`src/rtl/riscv_pipe_ctrl.sv`:
```
// Purpose: pipeline sequencing for the 5-stage core (load-use stall, redirect flush, bypass selects, trap drain/halt).
// Latency: stall/bubble/flush/fwd combinational in the same cycle; halted/exception registered, DRAIN_CYCLES+1 after the trap.
// Backpressure: stall_if_id holds IF/ID for one cycle on load-use and permanently once draining/halted.
module riscv_pipe_ctrl #(
  // Cycles allowed for EX/MEM/WB to retire before halting; 1..7 fits the 3-bit counter.
  parameter int DRAIN_CYCLES = 3
) (
  input  logic       clk,
  input  logic       rst_l,
  input  logic       id_valid,
  input  logic [4:0] id_rs1,
  input  logic [4:0] id_rs2,
  input  logic       id_uses_rs1,
  input  logic       id_uses_rs2,
  input  logic [4:0] id_rd,
  input  logic       id_we,
  input  logic       id_is_load,
  input  logic       id_sys,
  input  logic       id_ri,
  input  logic       ex_redirect,
  output logic       stall_if_id,
  output logic       bubble_ex,
  output logic       flush_if_id,
  output logic [1:0] fwd_a,
  output logic [1:0] fwd_b,
  output logic       halted,
  output logic       exception
);

  typedef enum logic [1:0] {ST_RUN, ST_DRAIN, ST_HALT} state_t;

  typedef struct packed {
    logic       vld;
    logic [4:0] rd;
    logic       we;
    logic       load;
  } slot_t;

  localparam logic [2:0] DRAIN_INIT = 3'(DRAIN_CYCLES);

  state_t     state;
  state_t     state_nxt;
  slot_t      ex_slot;
  slot_t      mem_slot;
  logic [2:0] drain_cnt;
  logic       cause;

  logic       hit_ex_a;
  logic       hit_ex_b;
  logic       hit_mem_a;
  logic       hit_mem_b;
  logic       load_use;
  logic       trap;
  logic       issue;
  logic       stall_c;
  logic       bubble_c;
  logic       flush_c;
  logic [1:0] fwd_a_c;
  logic [1:0] fwd_b_c;

  // A source of x0 never matches, so an rd==0 slot is never a hazard or bypass source.
  assign hit_ex_a  = ex_slot.vld  & ex_slot.we  & (ex_slot.rd  == id_rs1) & (id_rs1 != 5'd0) & id_uses_rs1;
  assign hit_ex_b  = ex_slot.vld  & ex_slot.we  & (ex_slot.rd  == id_rs2) & (id_rs2 != 5'd0) & id_uses_rs2;
  assign hit_mem_a = mem_slot.vld & mem_slot.we & (mem_slot.rd == id_rs1) & (id_rs1 != 5'd0) & id_uses_rs1;
  assign hit_mem_b = mem_slot.vld & mem_slot.we & (mem_slot.rd == id_rs2) & (id_rs2 != 5'd0) & id_uses_rs2;

  assign load_use = id_valid & ex_slot.load & (hit_ex_a | hit_ex_b);
  // A trap behind a load-use stall waits one cycle; a wrong-path trap is discarded.
  assign trap     = id_valid & (id_sys | id_ri) & ~ex_redirect & ~load_use;
  assign issue    = id_valid & ~stall_c & ~bubble_c;

  // Bypass select: EX result beats MEM result; a load in EX cannot forward yet.
  always_comb begin
    fwd_a_c = 2'd0;
    fwd_b_c = 2'd0;
    if (hit_ex_a && !ex_slot.load) fwd_a_c = 2'd1;
    else if (hit_mem_a)            fwd_a_c = 2'd2;
    if (hit_ex_b && !ex_slot.load) fwd_b_c = 2'd1;
    else if (hit_mem_b)            fwd_b_c = 2'd2;
  end

  // FSM state register.
  always_ff @(posedge clk or negedge rst_l) begin
    if (!rst_l) state <= ST_RUN;
    else        state <= state_nxt;
  end

  // FSM next-state: RUN -> DRAIN on an accepted trap, DRAIN -> HALT on the last count, HALT terminal.
  always_comb begin
    state_nxt = state;
    case (state)
      ST_RUN:   if (trap) state_nxt = ST_DRAIN;
      ST_DRAIN: if (drain_cnt == 3'd1) state_nxt = ST_HALT;
      default:  state_nxt = ST_HALT;
    endcase
  end

  // FSM outputs: redirect outranks load-use in RUN; DRAIN and HALT freeze the front end.
  always_comb begin
    stall_c  = 1'b0;
    bubble_c = 1'b0;
    flush_c  = 1'b0;
    case (state)
      ST_RUN: begin
        if (ex_redirect) begin
          flush_c  = 1'b1;
          bubble_c = 1'b1;
        end else if (load_use) begin
          stall_c  = 1'b1;
          bubble_c = 1'b1;
        end else if (trap) begin
          bubble_c = 1'b1;
        end
      end
      default: begin
        stall_c  = 1'b1;
        bubble_c = 1'b1;
      end
    endcase
  end

  // Drain counter and trap cause, captured on entry to DRAIN.
  always_ff @(posedge clk or negedge rst_l) begin
    if (!rst_l) begin
      drain_cnt <= 3'd0;
      cause     <= 1'b0;
    end else if (state == ST_RUN && trap) begin
      drain_cnt <= DRAIN_INIT;
      cause     <= id_ri;
    end else if (state == ST_DRAIN) begin
      drain_cnt <= drain_cnt - 3'd1;
    end
  end

  // Shadow scoreboard: MEM follows EX; EX takes the ID instruction only when it issues.
  always_ff @(posedge clk or negedge rst_l) begin
    if (!rst_l) begin
      ex_slot  <= '0;
      mem_slot <= '0;
    end else begin
      mem_slot <= ex_slot;
      if (issue) ex_slot <= '{vld: 1'b1, rd: id_rd, we: id_we, load: id_is_load};
      else       ex_slot <= '0;
    end
  end

  // Combinational controls are forced low while reset is held, even with live ID/redirect inputs.
  assign stall_if_id = rst_l & stall_c;
  assign bubble_ex   = rst_l & bubble_c;
  assign flush_if_id = rst_l & flush_c;
  assign fwd_a       = rst_l ? fwd_a_c : 2'd0;
  assign fwd_b       = rst_l ? fwd_b_c : 2'd0;
  assign halted      = (state == ST_HALT);
  assign exception   = (state == ST_HALT) & cause;

endmodule

```
`config.mk`:
```
export PLATFORM = sky130hd
export DESIGN_NAME = riscv_pipe_ctrl
export DESIGN_NICKNAME = d
export VERILOG_FILES = /design/src/rtl/riscv_pipe_ctrl.sv
export SDC_FILE = /design/constraint.sdc
export NUM_CORES = 1
export LEC_CHECK = 0
export ABC_AREA = 1
export CAP_MARGIN = 20
export CORE_MARGIN = 5
export CORE_UTILIZATION = 30
export CTS_CLUSTER_DIAMETER = 50
export CTS_CLUSTER_SIZE = 16
export DETAILED_ROUTE_END_ITERATION = 16
export PLACE_DENSITY = 0.6
export REMOVE_ABC_BUFFERS = 1
export SKIP_CTS_REPAIR_TIMING = 1
export SYNTH_ARGS = -nofsm -noshare
export SYNTH_HDL_FRONTEND = slang
export SYNTH_SLANG_ARGS = --single-unit
```
`constraint.sdc`:
```
create_clock -name clk -period 2.1 [get_ports clk]
set_input_delay 0.525 -clock clk [delete_from_list [all_inputs] [get_ports clk]]
set_output_delay 0.525 -clock clk [all_outputs]
set_load 0.005 [all_outputs]
```
Word level (Yosys, flattened, before mapping) --
Index checks and enable logic that the tools add are counted.
Operators by class: reductions and logical operators 9, equality and inequality tests 9, mux-type cells 21, bitwise operators 31, add/sub/neg operators 1
Operators by type and width (count):
- 1-bit AND | 25
- 5-bit equality test | 4
- 2-bit two-way mux | 8
- 5-bit nonzero test | 2
- 1-bit two-way mux | 9
- 8-bit two-way mux | 1
- 3-bit two-way mux | 2
- 2-bit inequality test, second input constant | 2
- 1-bit inverter | 4
- 2-bit case mux with 2 select lines | 1
- 3-bit by 1-bit equality test with 1-bit output, second input constant | 1
- 1-bit logical AND | 3
- 3-bit by 1-bit subtractor with 3-bit output, second input constant | 1
- 2-bit by 1-bit equality test with 1-bit output, second input constant | 1
- 2-bit equality test, second input constant | 1
- 2-bit zero test | 1
- 1-bit OR | 2
- 2-bit AND reduction | 1
- 2-bit nonzero test | 1
- 1-bit zero test | 1
Word-level totals: flip-flop bits (word level) 21, output and inout port bits 9, logic and storage cells 81

Depth between registers and ports, before layout --
depth in word-level cells 15, gate-level depth with buffers 11

Least setup slack after synthesis --
OpenSTA, ideal clock, no wires.
kind input to output, start input id_rs2[2], end output bubble_ex, setup slack 356 ps, data arrival time 1219 ps, stages on the path 9, buffers on the path 0, cells stage by stage inv_1 nand2_1 nand2_1 nand2_1 nor2_1 nand2_1 nand2_2 nand2_4 a21oi_1
Between the ends: word-level cells in the longest chain between the ends 13
Ends and longest elaborated chain:
- from (decl) | RTL line 12 | input logic [4:0] id_rs2,
- 5-bit equality test | RTL line 63 | assign hit_ex_b = ex_slot.vld & ex_slot.we & (ex_slot.rd == id_rs2) & (id_rs2 != 5'd0) & id_uses_rs2;
- 1-bit AND | RTL line 63
- 1-bit AND * (2 in series) | RTL line 63
- 1-bit OR * | RTL line 67 | assign load_use = id_valid & ex_slot.load & (hit_ex_a | hit_ex_b);
- 1-bit AND * | RTL line 67
- 1-bit inverter | RTL line 69 | assign trap = id_valid & (id_sys | id_ri) & ~ex_redirect & ~load_use;
- 1-bit AND | RTL line 69
- 1-bit two-way mux | RTL line 111 | end else if (trap) begin
- 1-bit two-way mux * | RTL line 108 | end else if (load_use) begin
- 1-bit two-way mux * | RTL line 105 | if (ex_redirect) begin
- 1-bit two-way mux * | RTL line 103 | case (state)
- 1-bit AND * | RTL line 149 | assign bubble_ex = rst_l & bubble_c;
- to (decl) | RTL line 22 | output logic bubble_ex,
Mark *: on every way between the ends. The rest lies on a longest branch, timed or not.

Worst setup path in the final report --
start input id_rs2[3], end output stall_if_id
Between the ends: word-level cells in the longest chain between the ends 10
Ends and longest elaborated chain:
- 5-bit equality test | RTL line 63
- 1-bit AND | RTL line 63
- 1-bit AND * (2 in series) | RTL line 63
- 1-bit OR * | RTL line 67
- 1-bit AND * | RTL line 67
- 1-bit two-way mux * | RTL line 108
- 1-bit two-way mux * | RTL line 105
- 1-bit two-way mux * | RTL line 103
- 1-bit AND * | RTL line 148 | assign stall_if_id = rst_l & stall_c;
- to (decl) | RTL line 21 | output logic stall_if_id,
Marks and branches as above.

==> summary by stage <==
Synth
The library cell occupying the most area in the post-synthesis netlist is sky130_fd_sc_hd__dfrtp_1. The fraction of synthesized area in multiplexers is 0%. The flop and latch count out of synthesis is 21. The area share of xor/xnor cells in the synthesized design is 3.52%. Synthesis produced a netlist whose cell count is 171. Of the synthesized area, sequential elements account for 42.3%.

The count of unique library cells instantiated by Yosys is 22. Summing the areas of all compound-gate instances in the mapped netlist gives 8.76% of the synthesized area. Sorting the synthesized cells by area gives the leading types as sky130_fd_sc_hd__dfrtp_1, sky130_fd_sc_hd__inv_1, sky130_fd_sc_hd__nand2_1. The area share of the leading cell type in the synthesized netlist is 42.3%. Dividing the synthesized area by the synthesized cell count gives 7.27 sq um. The area share of and/or/nand/nor cells after synthesis is 31.6%. The total standard cell area after synthesis is 0.00124 sq mm. By area, the combinational part of the netlist is dominated by simple AND/OR/NAND/NOR gates. Summing the areas of all fa, ha and maj instances in the mapped netlist gives 2.01% of the synthesized area. The synthesis warning total is 0.

Clocking
Clock-pin slew was measured on the worst setup and hold paths at 0.07 ns. The root buffer cell is sky130_fd_sc_hd__clkbuf_8. The clock reaches the later pin of the worst-skew pair after 0.25 ns. TritonCTS built the clock tree. No sink is reached through more buffers than the 2 on the longest clock path. Buffers inserted during clock tree synthesis total 3. In this run the number of H-tree levels came out at 1. The count of clock tree sinks is 21.

Detailed routing
Detailed routing inserted a total of 1,181 vias. After detailed routing, the average wire length per cell comes to 10.5 um. The DRC violations left is 0.

After the first detailed-routing iteration, the DRC count stood at 32. The number of nets with antenna violations after routing is 0. Dividing the detail-routed via count by the number of cells gives 4.23.

The final layout contains routed wiring with a total length of 2930 um. The detailed-router iteration count before antenna repair is 4.

STA
Clock skew on the completed layout was measured at 0.00562 ns. Measured against its own limit, the worst slew margin works out to 79.2%. Static timing analysis puts the maximum clock frequency at 474 MHz.

At the pin with the least slew margin, the transition time is 0.310 ns. The time the final worst path needs with I/O delays and setup is 2.11 ns. The number of pins exceeding their max-slew limit in the final report was 0.

The post-route clock period utilization is 100%. After layout, the worst setup slack is -0.00932 ns. Setup repair after global routing could not meet its margin everywhere. The total count of hold-check failures in the final report is 0. Setup violations remaining at the end of the flow were counted as 2.

GRT
The total global routing track utilization is 11.5%. Entering global routing, the biggest net connects 22 pins. The first global-routing pass estimated 4860 um of wire.

The number of antenna violations at the first check in global routing is 0. The via count of the first global-routing pass was 1,137. The sum of overflow across all layers after global routing is 0.

Setup path
Of all nets on the critical path, the largest fanout is 4. The sort of element at the end of the critical path is a primary output. The slowest library cell on the worst path is sky130_fd_sc_hd__nor2_2. For the worst setup path, the data required time is 1.57 ns. The type of origin of the critical path is an input pin. The worst register-to-register path has a depth of 7. Traced cell by cell, the critical path runs through clkbuf_2 -> inv_2 -> nor2_1 -> nor2_1 -> nand2_1 -> nor2_2 -> nand2_1 -> nand2_2 -> nand3_2 -> a21oi_2 -> buf_2.

On the worst path, the slowest cell contributes a delay of 0.14 ns. The setup path with the least slack is of type in2out. The data arrival time of the critical path is 1.58 ns. The endpoint identified for the worst register-to-register timing path is ex_slot[0]. In this run the critical register-to-register path is launched from state[1].

Across all register-to-register paths, the minimum setup slack is 0.56 ns. The worst setup path startpoint is id_rs2[3].

Power and ir drop
Across the VDD grid, the largest voltage drop is 246 uV. The analysis attributes to cell leakage a power of 1.03 nW. The total power density per cell area is 419 mW/mm^2.

Die
For this configuration, the core starts out at a cell density of 31.1%. Measured along the x axis, the die boundary spans 74.4 um. Row generation in the floorplan step produced 23 rows. 34 I/O pins were placed. The floorplan step defined a die boundary enclosing 0.00553 sq mm. In this run the vertical extent of the chip is 74.4 um. The core footprint is 0.00400 sq mm.

Hold path
The startpoint identified for the worst hold timing path is ex_slot[1]. In this run the worst hold path is classified as reg2reg. The path with the worst hold slack has its endpoint at mem_slot[1]. The worst hold path cell count is 0.

Finish
The top cell types in the final layout, fill and taps aside, are sky130_fd_sc_hd__nand2_1, sky130_fd_sc_hd__inv_1, sky130_fd_sc_hd__nor2_1. The number of nets in the finished design is 257. The finished cells cover 0.00186 sq mm. The final core utilization is 46.4%. The library cell used most frequently in the layout, excluding fill and tap cells, is sky130_fd_sc_hd__nand2_1. The signed area change from the synthesized netlist to the final layout is 49.5%. The number of antenna diodes in the final layout is 0. The fraction of layout cells with a size suffix above 1 is 30.1%. The number of standard cells in the final layout excluding fillers is 279.

Placement
The placed instances occupy a cell area of 0.00177 sq mm. The number of placed instances with taps included is 272. The count of input and output buffers is 33. At the end of routability-driven placement, the weighted congestion stood at 0.862. The half-perimeter wire length after placement is 2430 um.

Run
The number of maximum-capacitance constraint violations is 0.

Outcome
The run finished, with violations left. The checks that failed: negative setup slack.
worst max-delay path: cells and delay by family:
kind | cells | cell delay, ns
and+or+nand+nor | 7 | 0.63
buffers and inverters | 3 | 0.30
AOI/OAI and AO/OA | 1 | 0.13
cell usage after synthesis:
cell type	count
sky130_fd_sc_hd__inv_2	1
sky130_fd_sc_hd__xnor2_1	5
sky130_fd_sc_hd__a21oi_1	7
sky130_fd_sc_hd__or2_2	1
sky130_fd_sc_hd__nand3_1	8
sky130_fd_sc_hd__ha_1	2
sky130_fd_sc_hd__nand2_1	36
sky130_fd_sc_hd__nor3_1	2
sky130_fd_sc_hd__nand4_1	1
sky130_fd_sc_hd__nor2_1	29
sky130_fd_sc_hd__o2111ai_1	1
sky130_fd_sc_hd__nor2_2	1
sky130_fd_sc_hd__nand2_4	2
sky130_fd_sc_hd__o22ai_1	6
sky130_fd_sc_hd__inv_1	38
sky130_fd_sc_hd__nor4_4	1
sky130_fd_sc_hd__nand3_4	1
sky130_fd_sc_hd__dfrtp_1	21
sky130_fd_sc_hd__a21boi_1	1
sky130_fd_sc_hd__nand2_2	1
sky130_fd_sc_hd__o21ai_0	4
sky130_fd_sc_hd__and3_1	2
sequential cells by signal, indices dropped and copies added (netlist names):
signal and flops:
mem_slot 7, state 2, ex_slot 8, cause 1, drain_cnt 3
worst max-delay path by stage:
stage          depth (start not counted)     endpoint
2_1_floorplan                          9    bubble_ex
3_5_place_dp                          10  stall_if_id
6_report                              11  stall_if_id
5_1_grt                                9  stall_if_id
4_1_cts                               10  stall_if_id
3_3_place_gp                          10  stall_if_id
per-stage QoR:
stage | TNS [ns] | worst slack (ns) | hold slack (ns) | total power [mW]
after floorplan | 0 | 0.356 | 0.229 | 0.449
after global placement | -4.18 | -0.717 | 0.356 | 0.539
after detailed placement | -4.19 | -0.735 | 0.361 | 0.539
after CTS | -4.23 | -0.742 | 0.377 | 0.792
after global routing | -0.311 | -0.143 | 0.385 | 0.828
final | -0.00941 | -0.00932 | 0.379 | 0.779
per-layer routing:
metal / share of wire (%) / wire length, um / GRT usage (%)
met4: 0.92 / 27 / 4.15
met3: 4.9 / 142 / 1.22
met2: 49 / 1440 / 19.2
met5: 0 / 0 / 0
met1: 45 / 1310 / 15.3
cell type report:
class,count,area [sq um]
clock buffers,4,45.0
inverters,39,146
well taps,50,62.6
multi-input cells,111,627
flip-flops and latches,21,527
fillers,420,2140
repair buffers,54,450
kinds of logic after synthesis:
group	after synthesis
AO/OA/AOI/OAI	19
flip-flops	21
adder cells (fa/ha/maj)	2
XOR/XNOR	5
AND/OR/NAND/NOR	85
buffers and inverters	39
report_power, final:
group	switching (mW)	total, mW	internal [mW]
Sequential	0.000261	0.405	0.405
Combinational	0.0553	0.122	0.0669
Clock	0.117	0.252	0.135
(Power assumes the default switching activity.)
